===== src/rtl/taillight_pkg.sv =====
`default_nettype none
// +--------------------------------------------------------------------+
// | taillight_pkg : mode encoding and defaults for taillight_sequencer |
// | Rev 1.0                                                            |
// +--------------------------------------------------------------------+
package taillight_pkg;

    localparam int MODE_W        = 2;
    localparam int DEFAULT_LAMPS = 3;

    localparam logic [MODE_W-1:0] MODE_IDLE   = 2'd0;
    localparam logic [MODE_W-1:0] MODE_LEFT   = 2'd1;
    localparam logic [MODE_W-1:0] MODE_RIGHT  = 2'd2;
    localparam logic [MODE_W-1:0] MODE_HAZARD = 2'd3;

    typedef enum logic [MODE_W-1:0] {
        M_IDLE   = MODE_IDLE,
        M_LEFT   = MODE_LEFT,
        M_RIGHT  = MODE_RIGHT,
        M_HAZARD = MODE_HAZARD
    } mode_t;

endpackage
`default_nettype wire


===== src/rtl/taillight_sync.sv =====
`default_nettype none
// +--------------------------------------------------------------------+
// | taillight_sync : STAGES-deep flop synchronizer, reset to RESET_VAL |
// | Rev 1.0                                                            |
// +--------------------------------------------------------------------+
module taillight_sync #(
    parameter int   STAGES    = 2,
    parameter logic RESET_VAL = 1'b0
) (
    input  logic clk,
    input  logic rst,
    input  logic d,
    output logic q
);

    logic [STAGES-1:0] sr;

    always_ff @(posedge clk) begin
        if (rst) begin
            sr <= {STAGES{RESET_VAL}};
        end else begin
            sr <= {sr[STAGES-2:0], d};
        end
    end

    assign q = sr[STAGES-1];

endmodule
`default_nettype wire


===== src/rtl/taillight_sequencer.sv =====
`default_nettype none
// +--------------------------------------------------------------------+
// | taillight_sequencer : Thunderbird-style sequential taillights      |
// | Optional brake overlay: define TAILLIGHT_BRAKE_EN.   Rev 1.0       |
// +--------------------------------------------------------------------+
module taillight_sequencer
    import taillight_pkg::*;
#(
    parameter int LAMPS       = DEFAULT_LAMPS,
    parameter int SYNC_STAGES = 2
) (
    input  logic             in_clock,
    input  logic             reset,
    input  logic             step_clock,
    input  logic             left_sw,
    input  logic             right_sw,
    input  logic             hazard_sw,
`ifdef TAILLIGHT_BRAKE_EN
    input  logic             brake_sw,
`endif
    output logic [LAMPS-1:0] lights_l,
    output logic [LAMPS-1:0] lights_r
);

    localparam int PHASE_W = $clog2(LAMPS + 1);

    logic               step_s, left_s, right_s, hazard_s, brake_s;
    logic               prev, tick;
    mode_t              mode, mode_nxt, req;
    logic [PHASE_W-1:0] phase, phase_nxt;
    logic [LAMPS-1:0]   therm, lights_l_nxt, lights_r_nxt;

    // Step sync resets high alongside prev, so a step_clock already high at
    // reset release is never mistaken for a rising edge.
    taillight_sync #(.STAGES(SYNC_STAGES), .RESET_VAL(1'b1)) u_sync_step (
        .clk(in_clock), .rst(reset), .d(step_clock), .q(step_s));
    taillight_sync #(.STAGES(SYNC_STAGES), .RESET_VAL(1'b0)) u_sync_left (
        .clk(in_clock), .rst(reset), .d(left_sw), .q(left_s));
    taillight_sync #(.STAGES(SYNC_STAGES), .RESET_VAL(1'b0)) u_sync_right (
        .clk(in_clock), .rst(reset), .d(right_sw), .q(right_s));
    taillight_sync #(.STAGES(SYNC_STAGES), .RESET_VAL(1'b0)) u_sync_hazard (
        .clk(in_clock), .rst(reset), .d(hazard_sw), .q(hazard_s));
`ifdef TAILLIGHT_BRAKE_EN
    taillight_sync #(.STAGES(SYNC_STAGES), .RESET_VAL(1'b0)) u_sync_brake (
        .clk(in_clock), .rst(reset), .d(brake_sw), .q(brake_s));
`else
    assign brake_s = 1'b0;
`endif

    always_ff @(posedge in_clock) begin
        if (reset) begin
            mode     <= M_IDLE;
            phase    <= '0;
            prev     <= 1'b1;
            lights_l <= '0;
            lights_r <= '0;
        end else begin
            mode     <= mode_nxt;
            phase    <= phase_nxt;
            prev     <= step_s;
            lights_l <= lights_l_nxt;
            lights_r <= lights_r_nxt;
        end
    end

    always_comb begin
        tick      = step_s & ~prev;
        req       = M_IDLE;
        mode_nxt  = mode;
        phase_nxt = phase;

        if (hazard_s | (left_s & right_s)) begin
            req = M_HAZARD;
        end else if (left_s) begin
            req = M_LEFT;
        end else if (right_s) begin
            req = M_RIGHT;
        end

        if (tick) begin
            if (req == mode) begin
                case (mode)
                    M_LEFT, M_RIGHT: phase_nxt = (phase == PHASE_W'(LAMPS)) ? '0 : phase + 1'b1;
                    M_HAZARD:        phase_nxt = (phase == '0) ? PHASE_W'(1) : '0;
                    default:         phase_nxt = '0;
                endcase
            end else begin
                mode_nxt  = req;
                phase_nxt = '0;
            end
        end

        for (int i = 0; i < LAMPS; i++) begin
            therm[i] = (i < int'(phase_nxt));
        end

        lights_l_nxt = '0;
        lights_r_nxt = '0;
        case (mode_nxt)
            M_LEFT:   lights_l_nxt = therm;
            M_RIGHT:  lights_r_nxt = therm;
            M_HAZARD: begin
                lights_l_nxt = {LAMPS{phase_nxt == PHASE_W'(1)}};
                lights_r_nxt = {LAMPS{phase_nxt == PHASE_W'(1)}};
            end
            default: ;
        endcase

        // Brake lights every side not used for signalling; hazard wins.
        if (brake_s) begin
            case (mode_nxt)
                M_IDLE: begin
                    lights_l_nxt = '1;
                    lights_r_nxt = '1;
                end
                M_LEFT:  lights_r_nxt = '1;
                M_RIGHT: lights_l_nxt = '1;
                default: ;
            endcase
        end
    end

endmodule
`default_nettype wire


===== config.mk =====
export PLATFORM = sky130hd
export DESIGN_NAME = taillight_sequencer
export DESIGN_NICKNAME = d
export VERILOG_FILES = /design/src/rtl/taillight_pkg.sv /design/src/rtl/taillight_sync.sv /design/src/rtl/taillight_sequencer.sv
export SDC_FILE = /design/constraint.sdc
export NUM_CORES = 1
export LEC_CHECK = 0
export CAP_MARGIN = 20
export CORE_UTILIZATION = 25
export DETAILED_ROUTE_END_ITERATION = 10
export PLACE_DENSITY = 0.51
export SYNTH_ARGS = -nofsm -noshare
export SYNTH_HDL_FRONTEND = slang
export SYNTH_SLANG_ARGS = --single-unit

===== constraint.sdc =====
create_clock -name in_clock -period 2.7 [get_ports in_clock]
set_clock_uncertainty 0.2 [all_clocks]
set_input_delay 0.81 -clock in_clock [delete_from_list [all_inputs] [get_ports in_clock]]
set_output_delay 0.81 -clock in_clock [all_outputs]
set_load 0.02 [all_outputs]

==> key figures <==
Worst setup path
  – CP Cell Sequence: clkdlybuf4s50_1
  – CP Launch Type: flip-flop
  – Worst setup EP type: primary output
  – Slowest-stage cell, CP: clkdlybuf4s50_1
  – CP bufs+invs: 1
  – Crit path required time: roughly 1700 ps
  – Crit path kind: flip-flop to primary output
  – CP Max Fanout: 1
  – Worst path max stage delay: 590 ps
  – Crit path DAT: 1220 ps
  – Crit-path leading delay family: buffers and inverters

Floorplan
  – FP Rows: 19
  – Die span in x: 57.7 µm
  – I/O Pins: 12
  – Die Ht: a little under 60 µm
  – Area of the core: ~0.0029 mm²
  – Initial Util: 0.271
  – Die area: 0.00332 mm²

GRT
  – Met2 track demand over resource: 0.131
  – Global routing usage on met1: 0.111
  – Largest net degree at the start of global routing: 16
  – Vias in the first global route: 495
  – First-pass GRT wire length: 2.16 mm
  – Tot GR Track Use: 0.0858
  – Met3 Use GR: 0.0201
  – Initial antenna violation count: 0
  – GR peak layer: met2
  – Grt ovf: 0

Timing
  – Fin crit period: 2230 ps
  – Fmax: roughly 0.45 GHz
  – Worst-Margin Slew: 535 ps
  – Setup TNS: 0 ps
  – Final slew viol count: 0
  – Slew headroom: 0.641
  – Final Setup Violations: 0
  – Final period util: 0.825
  – Fin. Hold Viols: 0
  – RSZ-0062 raised after global routing: no

Clock tree
  – Clock-pin slew on the worst setup and hold paths: 100 ps
  – CTS resizes: 0
  – Postcts setup bufs: 0
  – TritonCTS clock tree: yes
  – Clock Sinks: 19
  – Clock buffer depth: 2
  – CTS root buf: clkbuf_4
  – CTS Buf Count: 3
  – H-tree depth: 1
  – Clock Latency Late Sink: 290 ps
  – Post-CTS Hold Buffers: 0

Run status
  – Outcome: finished clean

Routing
  – Via count: between 500 and 600
  – Vias/cell: 4.70
  – Post-route ant nets: 0
  – Final wirelength: 1.28 mm
  – TritonRoute pass-1 iters: 4
  – Drt drc: 0
  – DR iter-0 viols: 16
  – DR WL/cell: ~11 µm

Pwr
  – Comb power frac: 0.065
  – Worst vdd ir: 0.313 mV
  – Clock share of power: 0.304
  – Sequential share of power: 0.632
  – Pwr per Cell Area: between 400 and 500 mW/mm²
  – P_int: roughly 0.36 mW
  – Switching share of power: 0.216
  – Sw Pwr: ~0.1 mW
  – Final total power: 0.461 mW
  – Pleak: 0.346 nW

Logic synthesis
  – Simple logic cell fraction of the synthesized area: 0.207
  – Adder-cell share of the synthesized area: 0.0646
  – Post-synthesis cell count: between 70 and 80
  – Largest family of logic cells by synthesized area: simple AND/OR/NAND/NOR gates
  – Top cells by area, synth: dfxtp_1 49%, ha_1 6.5%, nor2b_1 5.7%, nor2_1 3.9%, mux2_2 2.9%
  – Syn nets: 85
  – Top-area cell type share of the netlist area: 0.491
  – Synth cell types: 28
  – YS warnings: 0
  – Register area share after synthesis: 0.491
  – Mux cell area share after synthesis: 0.0420
  – Post-Synth XOR/XNOR Area: 0.0226
  – Compound-Gate Fraction of Synth Area: 0.142
  – Post-synth top area cell: dfxtp_1
  – Mapped cell area: 774 µm²
  – Flops & latches, synth: 19
  – Syn_area_per_cell: 10.3 µm²

Place
  – Routability congestion estimate: roughly 0.86
  – Detailed Place HPWL: 962 µm
  – PortBufs: 11
  – Dpl cells: 117

Min path
  – Worst min path class: flip-flop to flip-flop

Finish
  – Fin util: 0.335
  – Ant. Diodes: 0
  – Fraction of layout cells with a size suffix above 1: 0.178
  – Cell Count, Final, Fillers Out: around 120
  – Final nets: roughly 100
  – Syn-to-layout area delta: 23.4%

Flow run
  – Max-cap violations: 0
-- sequential cells by signal, summed over array words and instances, names as in the netlist --
register and flops:
u_sync_right.sr 2, phase 2, u_sync_left.sr 2, u_sync_hazard.sr 2
prev 1, lights_l 3, u_sync_step.sr 2, lights_r 3
mode 2
-- power groups by stage --
stage                     Combinational, mW  Sequential, mW  Clock (mW)
final                                0.0298           0.291       0.140
after global routing                 0.0332           0.292       0.153
after CTS                            0.0302           0.291       0.142
after detailed placement             0.0301           0.297           0
after global placement               0.0299           0.298           0
after floorplan                      0.0173           0.296           0
-- per-layer routing --
layer	up-vias	part of all wire	wire (µm)
li1	288	-	-
met1	261	0.46	585
met2	16	0.47	603
met3	4	0.046	59
met4	0	0.024	31
met5	-	0	0
-- stage by stage --
stage / hold WS (ps) / setup slack (ps) / cell area [µm²]
2_1_floorplan: 189 / 770 / 774
6_report: 218 / 471 / 956
4_1_cts: 221 / 466 / 956
3_3_place_gp: 194 / 562 / 930
5_1_grt: 232 / 335 / 956
3_5_place_dp: 197 / 564 / 930
-- final cells by class --
type,count,area [µm²]
Timing Repair Buffer,13,125
Sequential cell,19,380
Fill cell,293,1900
Multi-Input combinational cell,50,370
Inverter,4,15.0
Clock buffer,4,26.3
Tap cell,31,38.8
-- cells by family (layout without fill, tap and decap cells) --
group           count (synthesis)  in the layout
compound gates                 13             13
fa+ha+maj                       4              4
xor+xnor                        2              2
buf+inv                         6             21
flops                          19             19
mux                             3              3
simple gates                   28             28
-- worst paths after layout --
path,start,to,slack [ps],cells after the start
worst max-delay path,lights_l[2],lights_l[2],470,1
worst min-delay path,u_sync_step.sr[0],u_sync_step.sr[1],220,1
worst max register to register,mode[1],lights_l[2],570,7
worst min register to register,u_sync_step.sr[0],u_sync_step.sr[1],220,1
-- synthesized netlist by cell type --
| cell type | count |
|---|---|
| a2111oi_2 | 1 |
| ha_1 | 4 |
| clkbuf_1 | 1 |
| a21oi_1 | 2 |
| xnor2_1 | 1 |
| o21ai_0 | 3 |
| nor4_1 | 1 |
| or2_2 | 3 |
| mux2i_1 | 1 |
| or2_4 | 1 |
| and4bb_2 | 1 |
| a211oi_2 | 1 |
| nand2_1 | 2 |
| o41ai_1 | 1 |
| nor2_1 | 8 |
| a22oi_1 | 1 |
| xor2_1 | 1 |
| buf_2 | 1 |
| and2_2 | 1 |
| nand4_1 | 2 |
| mux2_2 | 2 |
| inv_1 | 4 |
| nor2b_1 | 7 |
| o211ai_4 | 1 |
| o21ai_1 | 1 |
| or3_1 | 2 |
| dfxtp_1 | 19 |
| o31ai_1 | 2 |
-- cell usage in the layout (no fill, tap or decap), drive strengths merged, types with 4 or more instances in the layout --
master	Yosys	layout
clkbuf	1	4
or2	4	4
nor2	8	8
o21ai	4	4
dfxtp	19	19
inv	4	4
nor2b	7	7
clkdlybuf4s50	0	11
ha	4	4
No activity file was read; power rests on OpenSTA's default activity.
